==> config.mk <==
export PLATFORM = sky130hd
export DESIGN_NAME = regfile_wb_arbiter
export DESIGN_NICKNAME = d
export VERILOG_FILES = /design/src/rtl/regfile_wb_arbiter_pkg.sv /design/src/rtl/bsg_fifo_1r1w_small.sv /design/src/rtl/regfile_wb_arbiter.sv
export SDC_FILE = /design/constraint.sdc
export NUM_CORES = 1
export LEC_CHECK = 0
export ABC_AREA = 0
export ABC_CLOCK_PERIOD_IN_PS = 6900
export CAP_MARGIN = 20
export CORE_MARGIN = 3
export CORE_UTILIZATION = 40
export DETAILED_ROUTE_END_ITERATION = 8
export PLACE_DENSITY = 0.67
export SLEW_MARGIN = 20
export SYNTH_ARGS = -nofsm -noshare
export SYNTH_HDL_FRONTEND = slang
export SYNTH_HIERARCHICAL = 1
export SYNTH_SLANG_ARGS = --single-unit
==> constraint.sdc <==
create_clock -name clk_i -period 6.9 [get_ports clk_i]
set_clock_uncertainty 0.2 [all_clocks]
set_input_delay 0.69 -clock clk_i [delete_from_list [all_inputs] [get_ports clk_i]]
set_output_delay 0.69 -clock clk_i [all_outputs]
set_load 0.01 [all_outputs]
==> src/rtl/regfile_wb_arbiter_pkg.sv <==
// rtl/regfile_wb_arbiter_pkg.sv - shared write-back source encoding and sizing helper
package regfile_wb_arbiter_pkg;

    typedef enum logic [1:0] {
        WB_SRC_NONE = 2'd0,
        WB_SRC_PIPE = 2'd1,
        WB_SRC_RL   = 2'd2,
        WB_SRC_LL   = 2'd3
    } wb_src_e;

    // Never returns 0 so single-entry structures still get a 1-bit index.
    function automatic int safe_clog2(input int n);
        return (n <= 1) ? 1 : $clog2(n);
    endfunction

endpackage

==> src/rtl/bsg_fifo_1r1w_small.sv <==
// rtl/bsg_fifo_1r1w_small.sv - small circular FIFO, ready from registered count only
module bsg_fifo_1r1w_small
    import regfile_wb_arbiter_pkg::*;
#(
    parameter int width_p = 8,
    parameter int els_p   = 2
) (
    input  logic               clk_i,
    input  logic               reset_i,
    input  logic               v_i,
    input  logic [width_p-1:0] data_i,
    output logic               ready_o,
    output logic               v_o,
    output logic [width_p-1:0] data_o,
    input  logic               yumi_i,
    output logic               empty_o
);
    localparam int ptr_w_lp = safe_clog2(els_p);
    localparam int cnt_w_lp = $clog2(els_p + 1);

    logic [width_p-1:0]  r_mem [els_p];
    logic [ptr_w_lp-1:0] r_rd_ptr;
    logic [ptr_w_lp-1:0] r_wr_ptr;
    logic [cnt_w_lp-1:0] r_count;
    logic                w_enq;
    logic                w_deq;

    assign ready_o = (r_count != cnt_w_lp'(els_p));
    assign empty_o = (r_count == '0);
    assign v_o     = ~empty_o;
    assign data_o  = r_mem[r_rd_ptr];
    assign w_enq   = v_i & ready_o;
    assign w_deq   = yumi_i & v_o;

    function automatic logic [ptr_w_lp-1:0] ptr_inc(input logic [ptr_w_lp-1:0] p);
        return (p == ptr_w_lp'(els_p - 1)) ? '0 : p + 1'b1;
    endfunction

    always_ff @(posedge clk_i) begin
        if (w_enq) begin
            r_mem[r_wr_ptr] <= data_i;
        end
    end

    always_ff @(posedge clk_i or posedge reset_i) begin
        if (reset_i) begin
            r_rd_ptr <= '0;
            r_wr_ptr <= '0;
            r_count  <= '0;
        end else begin
            if (w_enq) begin
                r_wr_ptr <= ptr_inc(r_wr_ptr);
            end
            if (w_deq) begin
                r_rd_ptr <= ptr_inc(r_rd_ptr);
            end
            case ({w_enq, w_deq})
                2'b10:   r_count <= r_count + 1'b1;
                2'b01:   r_count <= r_count - 1'b1;
                default: r_count <= r_count;
            endcase
        end
    end

endmodule

==> src/rtl/regfile_wb_arbiter.sv <==
// rtl/regfile_wb_arbiter.sv - merges pipeline, remote-load and long-latency write-backs
module regfile_wb_arbiter
    import regfile_wb_arbiter_pkg::*;
#(
    parameter int width_p           = 32,
    parameter int els_p             = 32,
    parameter int x0_tied_to_zero_p = 1,
    parameter int rl_els_p          = 2,
    parameter int starve_limit_p    = 4,
    localparam int addr_width_lp    = safe_clog2(els_p)
) (
    input  logic                     clk_i,
    input  logic                     reset_i,
    input  logic                     pipe_w_v_i,
    input  logic [addr_width_lp-1:0] pipe_w_addr_i,
    input  logic [width_p-1:0]       pipe_w_data_i,
    input  logic                     ll_v_i,
    input  logic [addr_width_lp-1:0] ll_addr_i,
    input  logic [width_p-1:0]       ll_data_i,
    output logic                     ll_yumi_o,
    input  logic                     rl_v_i,
    input  logic [addr_width_lp-1:0] rl_addr_i,
    input  logic [width_p-1:0]       rl_data_i,
    output logic                     rl_ready_o,
    output logic                     rl_empty_o,
    output logic                     stall_pipe_o,
    output logic                     w_v_o,
    output logic [addr_width_lp-1:0] w_addr_o,
    output logic [width_p-1:0]       w_data_o,
    output wb_src_e                  w_src_o
);
    localparam int cnt_w_lp = $clog2(starve_limit_p + 1);

    logic                     w_rl_head_v;
    logic [addr_width_lp-1:0] w_rl_head_addr;
    logic [width_p-1:0]       w_rl_head_data;
    logic                     w_sel_v;
    logic [addr_width_lp-1:0] w_sel_addr;
    logic [width_p-1:0]       w_sel_data;
    wb_src_e                  w_sel_src;
    logic                     w_rl_deq;
    logic                     w_ll_win;
    logic                     w_x0;
    logic                     w_pending;
    logic [cnt_w_lp-1:0]      w_cnt_next;

    logic [cnt_w_lp-1:0]      r_cnt;
    logic                     r_stall;
    logic                     r_v;
    logic [addr_width_lp-1:0] r_addr;
    logic [width_p-1:0]       r_data;
    wb_src_e                  r_src;

    bsg_fifo_1r1w_small #(
        .width_p (width_p + addr_width_lp),
        .els_p   (rl_els_p)
    ) rl_fifo (
        .clk_i   (clk_i),
        .reset_i (reset_i),
        .v_i     (rl_v_i),
        .data_i  ({rl_addr_i, rl_data_i}),
        .ready_o (rl_ready_o),
        .v_o     (w_rl_head_v),
        .data_o  ({w_rl_head_addr, w_rl_head_data}),
        .yumi_i  (w_rl_deq & ~reset_i),
        .empty_o (rl_empty_o)
    );

    // Fixed priority: pipe, then buffered remote load, then long-latency unit.
    always_comb begin
        w_sel_v    = 1'b0;
        w_sel_addr = '0;
        w_sel_data = '0;
        w_sel_src  = WB_SRC_NONE;
        w_rl_deq   = 1'b0;
        w_ll_win   = 1'b0;
        if (pipe_w_v_i) begin
            w_sel_v    = 1'b1;
            w_sel_addr = pipe_w_addr_i;
            w_sel_data = pipe_w_data_i;
            w_sel_src  = WB_SRC_PIPE;
        end else if (w_rl_head_v) begin
            w_sel_v    = 1'b1;
            w_sel_addr = w_rl_head_addr;
            w_sel_data = w_rl_head_data;
            w_sel_src  = WB_SRC_RL;
            w_rl_deq   = 1'b1;
        end else if (ll_v_i) begin
            w_sel_v    = 1'b1;
            w_sel_addr = ll_addr_i;
            w_sel_data = ll_data_i;
            w_sel_src  = WB_SRC_LL;
            w_ll_win   = 1'b1;
        end
    end

    assign ll_yumi_o = w_ll_win & ~reset_i;
    assign w_x0      = (x0_tied_to_zero_p != 0) && (w_sel_addr == '0);
    assign w_pending = w_rl_head_v | ll_v_i;

    always_comb begin
        w_cnt_next = '0;
        if (pipe_w_v_i && w_pending) begin
            w_cnt_next = (r_cnt == cnt_w_lp'(starve_limit_p)) ? r_cnt : r_cnt + 1'b1;
        end
    end

    always_ff @(posedge clk_i or posedge reset_i) begin
        if (reset_i) begin
            r_cnt   <= '0;
            r_stall <= 1'b0;
            r_v     <= 1'b0;
            r_addr  <= '0;
            r_data  <= '0;
            r_src   <= WB_SRC_NONE;
        end else begin
            r_cnt   <= w_cnt_next;
            r_stall <= (w_cnt_next == cnt_w_lp'(starve_limit_p));
            r_v     <= w_sel_v & ~w_x0;
            r_src   <= w_x0 ? WB_SRC_NONE : w_sel_src;
            if (w_sel_v) begin
                r_addr <= w_sel_addr;
                r_data <= w_sel_data;
            end
        end
    end

    assign stall_pipe_o = r_stall;
    assign w_v_o        = r_v;
    assign w_addr_o     = r_addr;
    assign w_data_o     = r_data;
    assign w_src_o      = r_src;

endmodule
==> flow_summary_export.csv, run 1 <==
group,metric,value,unit
placed_design,post-place-ws,2.94,ns
layout,final_cells,691,
routing,drc,0,
clock_tree,cts_buffers,17,
yosys,synthTopCellsByArea,"edfxtp_1, dfrtp_1, a22oi_1",
global_routing,grt_pass1_vias,3795,
clock_tree,clockBufferDepth,2,
global_routing,grt_pass1_wl,19.8,mm
yosys,synth_most_common_cell,"edfxtp_1",
worst_setup_path,timing.rr.end,"w_src_o[1]$_DFF_PP0_",
worst_setup_path,cpLargestDelayFamily,"buffers and inverters",
worst_setup_path,cp.arrival,3.08,ns
power,irDropWorstVdd,0.352,mV
yosys,synth_edf_count,74,
layout,final_nets,625,
power,p_per_area,383,nW/um^2
power,p_leak,2.79,nW
clock_tree,post-cts-setup-buffer-count,0,
clock_tree,cts_resized,0,
yosys,yosysWarnings,6,
yosys,yosys-top-cells-count,"edfxtp_1, a22oi_1, dfrtp_1, o21ai_1, mux2_4",
yosys,synth_top_area_share,42.5,%
worst_setup_path,rrSetupSlack,4.24,ns
worst_setup_path,cp-end-kind,"output port",
layout,final_layout_size_suffix_gt1_share,16.2,%
floorplanning,io_pins,160,
placed_design,gp_congestion,0.800,
worst_setup_path,cp_max_fo,34,
timing,min_period,3.97,ns
worst_hold_path,hold_class,"flop to flop",
layout,areaGrowthSynthToFinish,43.4,%
yosys,ys_seq_elements,122,
timing,tightest_slew,0.977,ns
floorplanning,die_w,120,um
worst_setup_path,worst-path-buf-inv,2,
global_routing,track_usage,18.1,%
yosys,syn-cell-area,5220,sq um
global_routing,grt_max_degree,81,
timing,setup_ws,2.93,ns
global_routing,antenna_found_initial,0,
worst_setup_path,r2r_cells,6,
yosys,synth_cell_type_count,34,
routing,post_drt_via_cell_ratio,5.06,
routing,finalWirelength,12.5,mm
placed_design,numPortBuffers,159,
clock_tree,cts.sinks,122,
yosys,async_reset_ff_share,39.3,%
worst_setup_path,cpPeakStageDelay,0.82,ns
placed_design,placed_cells,659,
routing,vias,3498,
routing,routedWlPerCell,18.0,um
timing,report.final.slew_viol_count,0,
yosys,synth.yosys.seq_area_share,65.5,%
layout,n_antenna_cell,0,
worst_setup_path,crit_slowest_cell,"nor2b_4",
clock_tree,cts_tree,"built",
clock_tree,postCtsHoldBufs,0,
clock_tree,insertion_delay,0.41,ns
floorplanning,die-area,14500,sq um
worst_hold_path,hold_start,"w_addr_o[1]$_DFFE_PP0N_",
floorplanning,rows,41,
yosys,synthFlopType,"edfxtp_1",
power,p_total,0.00287,W
timing,max_freq,252,MHz
clock_tree,root_buffer,"clkbuf_16",
timing,setup_tns,0,ns
yosys,synthCells,350,
worst_setup_path,cp.required,6.01,ns
timing,min_period_over_period,57.5,%
worst_setup_path,crit_chain,"clkdlybuf4s50_1 > nor2b_4 > nor3b_1 > clkdlybuf4s50_1",
worst_setup_path,critPathLaunchType,"input pin",
timing,rsz0062_at_grt,"no",
worst_setup_path,rr_startpoint,"rl_fifo/r_rd_ptr$_DFFE_PP0P_",
clock_tree,htreeDepth,4,
timing,hold_viol_final,0,
worst_setup_path,cpMostUsedCell,"clkdlybuf4s50_1",
worst_hold_path,hold_end,"w_addr_o[1]$_DFFE_PP0N_",
floorplanning,start_util,41.2,%
yosys,syn_nets,469,
placed_design,place_hpwl,8.28,mm
clock_tree,path_clk_slew,0.05,ns
timing,slew_headroom,34.9,%
global_routing,grt_overflow_total,0,
timing,setup_viol,0,
status,status,"finished clean",
routing,dr.pass1.iters,4,
worst_setup_path,path_class,"input pin to output port",
floorplanning,coreArea,12700,sq um
layout,fillers,1032,
routing,ant_nets,0,
routing,drtIter0Drc,148,
yosys,syn_area_per_cell,14.9,sq um
worst_hold_path,min_path_cells,1,
floorplanning,die_h,120,um
job,cap_viol_max_count,0,
yosys,yosys.area.top_type,"edfxtp_1",
==> worst max path at each step <==
stage | from | to | slack [ns] | cells past startpoint
finish | ll_v_i | ll_yumi_o | 2.93 | 4
global route | ll_v_i | ll_yumi_o | 2.79 | 4
CTS | ll_v_i | ll_yumi_o | 2.92 | 4
detailed placement | ll_v_i | ll_yumi_o | 2.94 | 4
global placement | ll_v_i | ll_yumi_o | 2.99 | 4
floorplan | rl_v_i | rl_fifo/r_mem[0][0]$_DFFE_PP_ | 3.92 | 2
==> cell families (layout without fill, tap and decap cells) <==
group	after synthesis	count (layout)	share of synthesized area, %
flops	122	122	65.5
simple gates	33	33	4.05
fa+ha+maj	3	3	0.719
buf+inv	33	202	4.10
mux	39	39	9.80
xor+xnor	5	5	0.838
compound gates	115	115	15.0
==> flip-flops by register name, summed over array words and instances, names as in the netlist <==
signal / cells
rl_fifo/r_mem: 74
w_data_o: 32
w_addr_o: 5
r_cnt: 3
rl_fifo/r_count: 2
w_src_o: 2
rl_fifo/r_rd_ptr: 1
rl_fifo/r_wr_ptr: 1
stall_pipe_o: 1
w_v_o: 1
==> area by class of cell <==
type,instances,area (sq um),area share (%)
Timing Repair Buffer,163,1630,21.7
Clock buffer,21,440,5.88
Sequential cell,122,3420,45.7
Multi-Input combinational cell,195,1600,21.4
Inverter,7,27.5,0.367
Clock inverter,11,151,2.02
Tap cell,172,215,2.87
==> power breakdown <==
part	leakage [nW]	internal, W	total (W)	switching (W)
clock	0.291	0.000596	0.000889	0.000293
combinational	1.24	0.000484	0.000891	0.000407
sequential	1.26	0.000988	0.00109	0.000104
total	2.79	0.00207	0.00287	0.000804
==> placed cells by master (no fill, tap or decap), types with 2 or more instances in the layout <==
master,instances
a21o_1,4
a21oi_1,6
a21oi_2,6
a22oi_1,63
buf_4,3
bufinv_16,4
clkbuf_1,4
clkbuf_16,17
clkdlybuf4s50_1,158
clkinv_1,3
clkinv_2,5
dfrtp_1,47
edfxtp_1,74
ha_1,3
inv_1,6
mux2_2,17
mux2_4,20
mux2i_1,2
nand2_1,5
nand2b_1,2
nand3b_1,4
nor2_1,6
nor2b_1,4
nor3_1,2
nor3b_1,2
o21ai_0,11
o21ai_1,22
xnor2_1,3
xor2_1,2
==> metal layers <==
metal | routed length [um] | vias to the layer above | global-route usage [%]
met2 | 6640 | 101 | 31.7
met3 | 616 | 15 | 5.05
met4 | 219 | 0 | 7.44
li1 | - | 1665 | -
met5 | 0 | - | 0
met1 | 5000 | 1717 | 20.8
==> per-stage QoR <==
stage	utilization (%)	area (sq um)	hold WS, ns
global route	59.1	7490	0.293
floorplan	-	5220	0.256
CTS	59.1	7490	0.277
global placement	54.3	6880	0.259
detailed placement	54.4	6900	0.266
finish	59.1	7490	0.270
Power figures use the tool's default switching activity.
==> run 2, diff against run 1 <==
ABC_CLOCK_PERIOD_IN_PS = 3800   (was 6900)
clock period = 3.8 ns   (was 6.9 ns; I/O delays follow)
==> flow_summary_export.csv, run 2 (synthesized netlist as in run 1, its figures left out) <==
group,metric,value,unit
routing,routedWlPerCell,18.2,um
routing,vias,3533,
routing,dr.pass1.iters,4,
timing,tightest_slew,0.923,ns
power,p_leak,2.83,nW
worst_setup_path,critPathLaunchType,"flop",
floorplanning,die-area,14500,sq um
timing,whs,0.0725,ns
worst_setup_path,path_class,"flop to output port",
global_routing,grt_max_degree,50,
floorplanning,rows,41,
timing,max_freq,345,MHz
clock_tree,postCtsHoldBufs,0,
clock_tree,path_clk_slew,0.05,ns
layout,final_cell_mix,"clkdlybuf4s50_1, edfxtp_1, a22oi_1",
worst_hold_path,hold_class,"input pin to asynchronous set/reset pin",
routing,drtIter0Drc,131,
worst_setup_path,cp.required,3.22,ns
global_routing,grt_pass1_wl,19.9,mm
floorplanning,die_h,120,um
layout,final_layout_size_suffix_gt1_share,17.3,%
layout,final_common_cell,"clkdlybuf4s50_1",
clock_tree,cts.sinks,122,
placed_design,place_hpwl,8.54,mm
clock_tree,clockBufferDepth,2,
placed_design,numPortBuffers,159,
layout,final_nets,626,
worst_setup_path,r2r_cells,5,
global_routing,grt_pass1_vias,3812,
job,cap_viol_max_count,0,
timing,report.final.slew_viol_count,0,
layout,top_register,"rl_fifo/r_mem",
routing,ant_nets,0,
placed_design,gp_congestion,0.732,
routing,post_drt_via_cell_ratio,5.11,
worst_setup_path,cp.arrival,2.32,ns
timing,setup_ws,0.898,ns
timing,setup_viol,0,
timing,setup_tns,0,ns
routing,drc,0,
timing,min_period,2.90,ns
worst_setup_path,crit_slowest_cell,"clkdlybuf4s50_1",
timing,slew_headroom,38.5,%
timing,hold_viol_final,0,
routing,finalWirelength,12.6,mm
clock_tree,insertion_delay,0.41,ns
status,status,"finished clean",
clock_tree,cts_buffers,17,
worst_setup_path,cp-end-kind,"output port",
power,p_per_area,715,nW/um^2
clock_tree,cts_resized,0,
clock_tree,root_buffer,"clkbuf_16",
clock_tree,post-cts-setup-buffer-count,0,
worst_setup_path,cp_max_fo,49,
placed_design,post-place-ws,1.09,ns
floorplanning,start_util,41.2,%
floorplanning,die_w,120,um
power,p_total,0.00541,W
timing,min_period_over_period,76.4,%
clock_tree,htreeDepth,4,
floorplanning,io_pins,160,
layout,areaGrowthSynthToFinish,44.9,%
layout,n_antenna_cell,0,
floorplanning,coreArea,12700,sq um
global_routing,track_usage,18.2,%
clock_tree,cts_tree,"built",
timing,rsz0062_at_grt,"no",
layout,largest_register_ffs,74,
power,irDropWorstVdd,0.693,mV
worst_setup_path,crit_chain,"or2_4 > nor2b_4 > nor3b_1 > clkdlybuf4s50_1",
worst_setup_path,cpPeakStageDelay,0.58,ns
layout,fin_util,59.7,%
global_routing,antenna_found_initial,0,
global_routing,grt_overflow_total,0,
[run 2: changes by cell type in the layout (fill, tap and decap cells not counted), sizes merged]
cell,delta
buf,+1
bufinv,+2
clkbuf,-2
clkinv,-2
clkinvlp,+2
[run 2: power by group]
part	total (W)	leakage (nW)	switching, W	internal [W]
registers	0.00199	1.26	0.000199	0.00179
logic	0.00161	1.24	0.000733	0.000876
clock network	0.00181	0.324	0.000553	0.00126
[run 2: worst max-delay path: cells and delay by family, from the launching register on]
kind	cells	cell delay, ns
simple gates	3	0.91
flops	1	0.42
buf+inv	1	0.58
[run 2: stage by stage]
stage / area (sq um) / std cells
floorplan: 5220 / 350
global placement: 6890 / 660
detailed placement: 6890 / 660
CTS: 7570 / 692
global route: 7570 / 692
finish: 7570 / 692
[run 2: layer usage]
metal  GRT usage [%]  routed length, um
met2            32.6               6760
met3            4.77                664
met5               0                  0
met1            20.4               4910
met4            7.79                283
[run 2: path summary, 6_finish.rpt]
path                                                 from                           end  slack (ns)
setup / recovery           rl_fifo/r_count[0]$_DFFE_PP0P_                     ll_yumi_o        0.90
hold / removal                                    reset_i  rl_fifo/r_wr_ptr$_DFFE_PP0N_        0.07
setup reg to reg           rl_fifo/r_count[0]$_DFFE_PP0P_      w_data_o[17]$_DFFE_PP0N_        1.46
hold reg to reg                   w_addr_o[3]$_DFFE_PP0N_       w_addr_o[3]$_DFFE_PP0N_        0.27
max in group asynchronous                         reset_i            r_cnt[1]$_DFF_PP0_        2.55
min in group clk_i                w_addr_o[3]$_DFFE_PP0N_       w_addr_o[3]$_DFFE_PP0N_        0.27
[run 2: final cells by class]
class                           count  area [sq um]
Sequential cell                   122          3420
Timing Repair Buffer              164          1620
Fill cell                        1044          5100
Clock buffer                       19           453
Multi-Input combinational cell    195          1600
Clock inverter                     13           221
Inverter                            7          27.5
Tap cell                          172           215
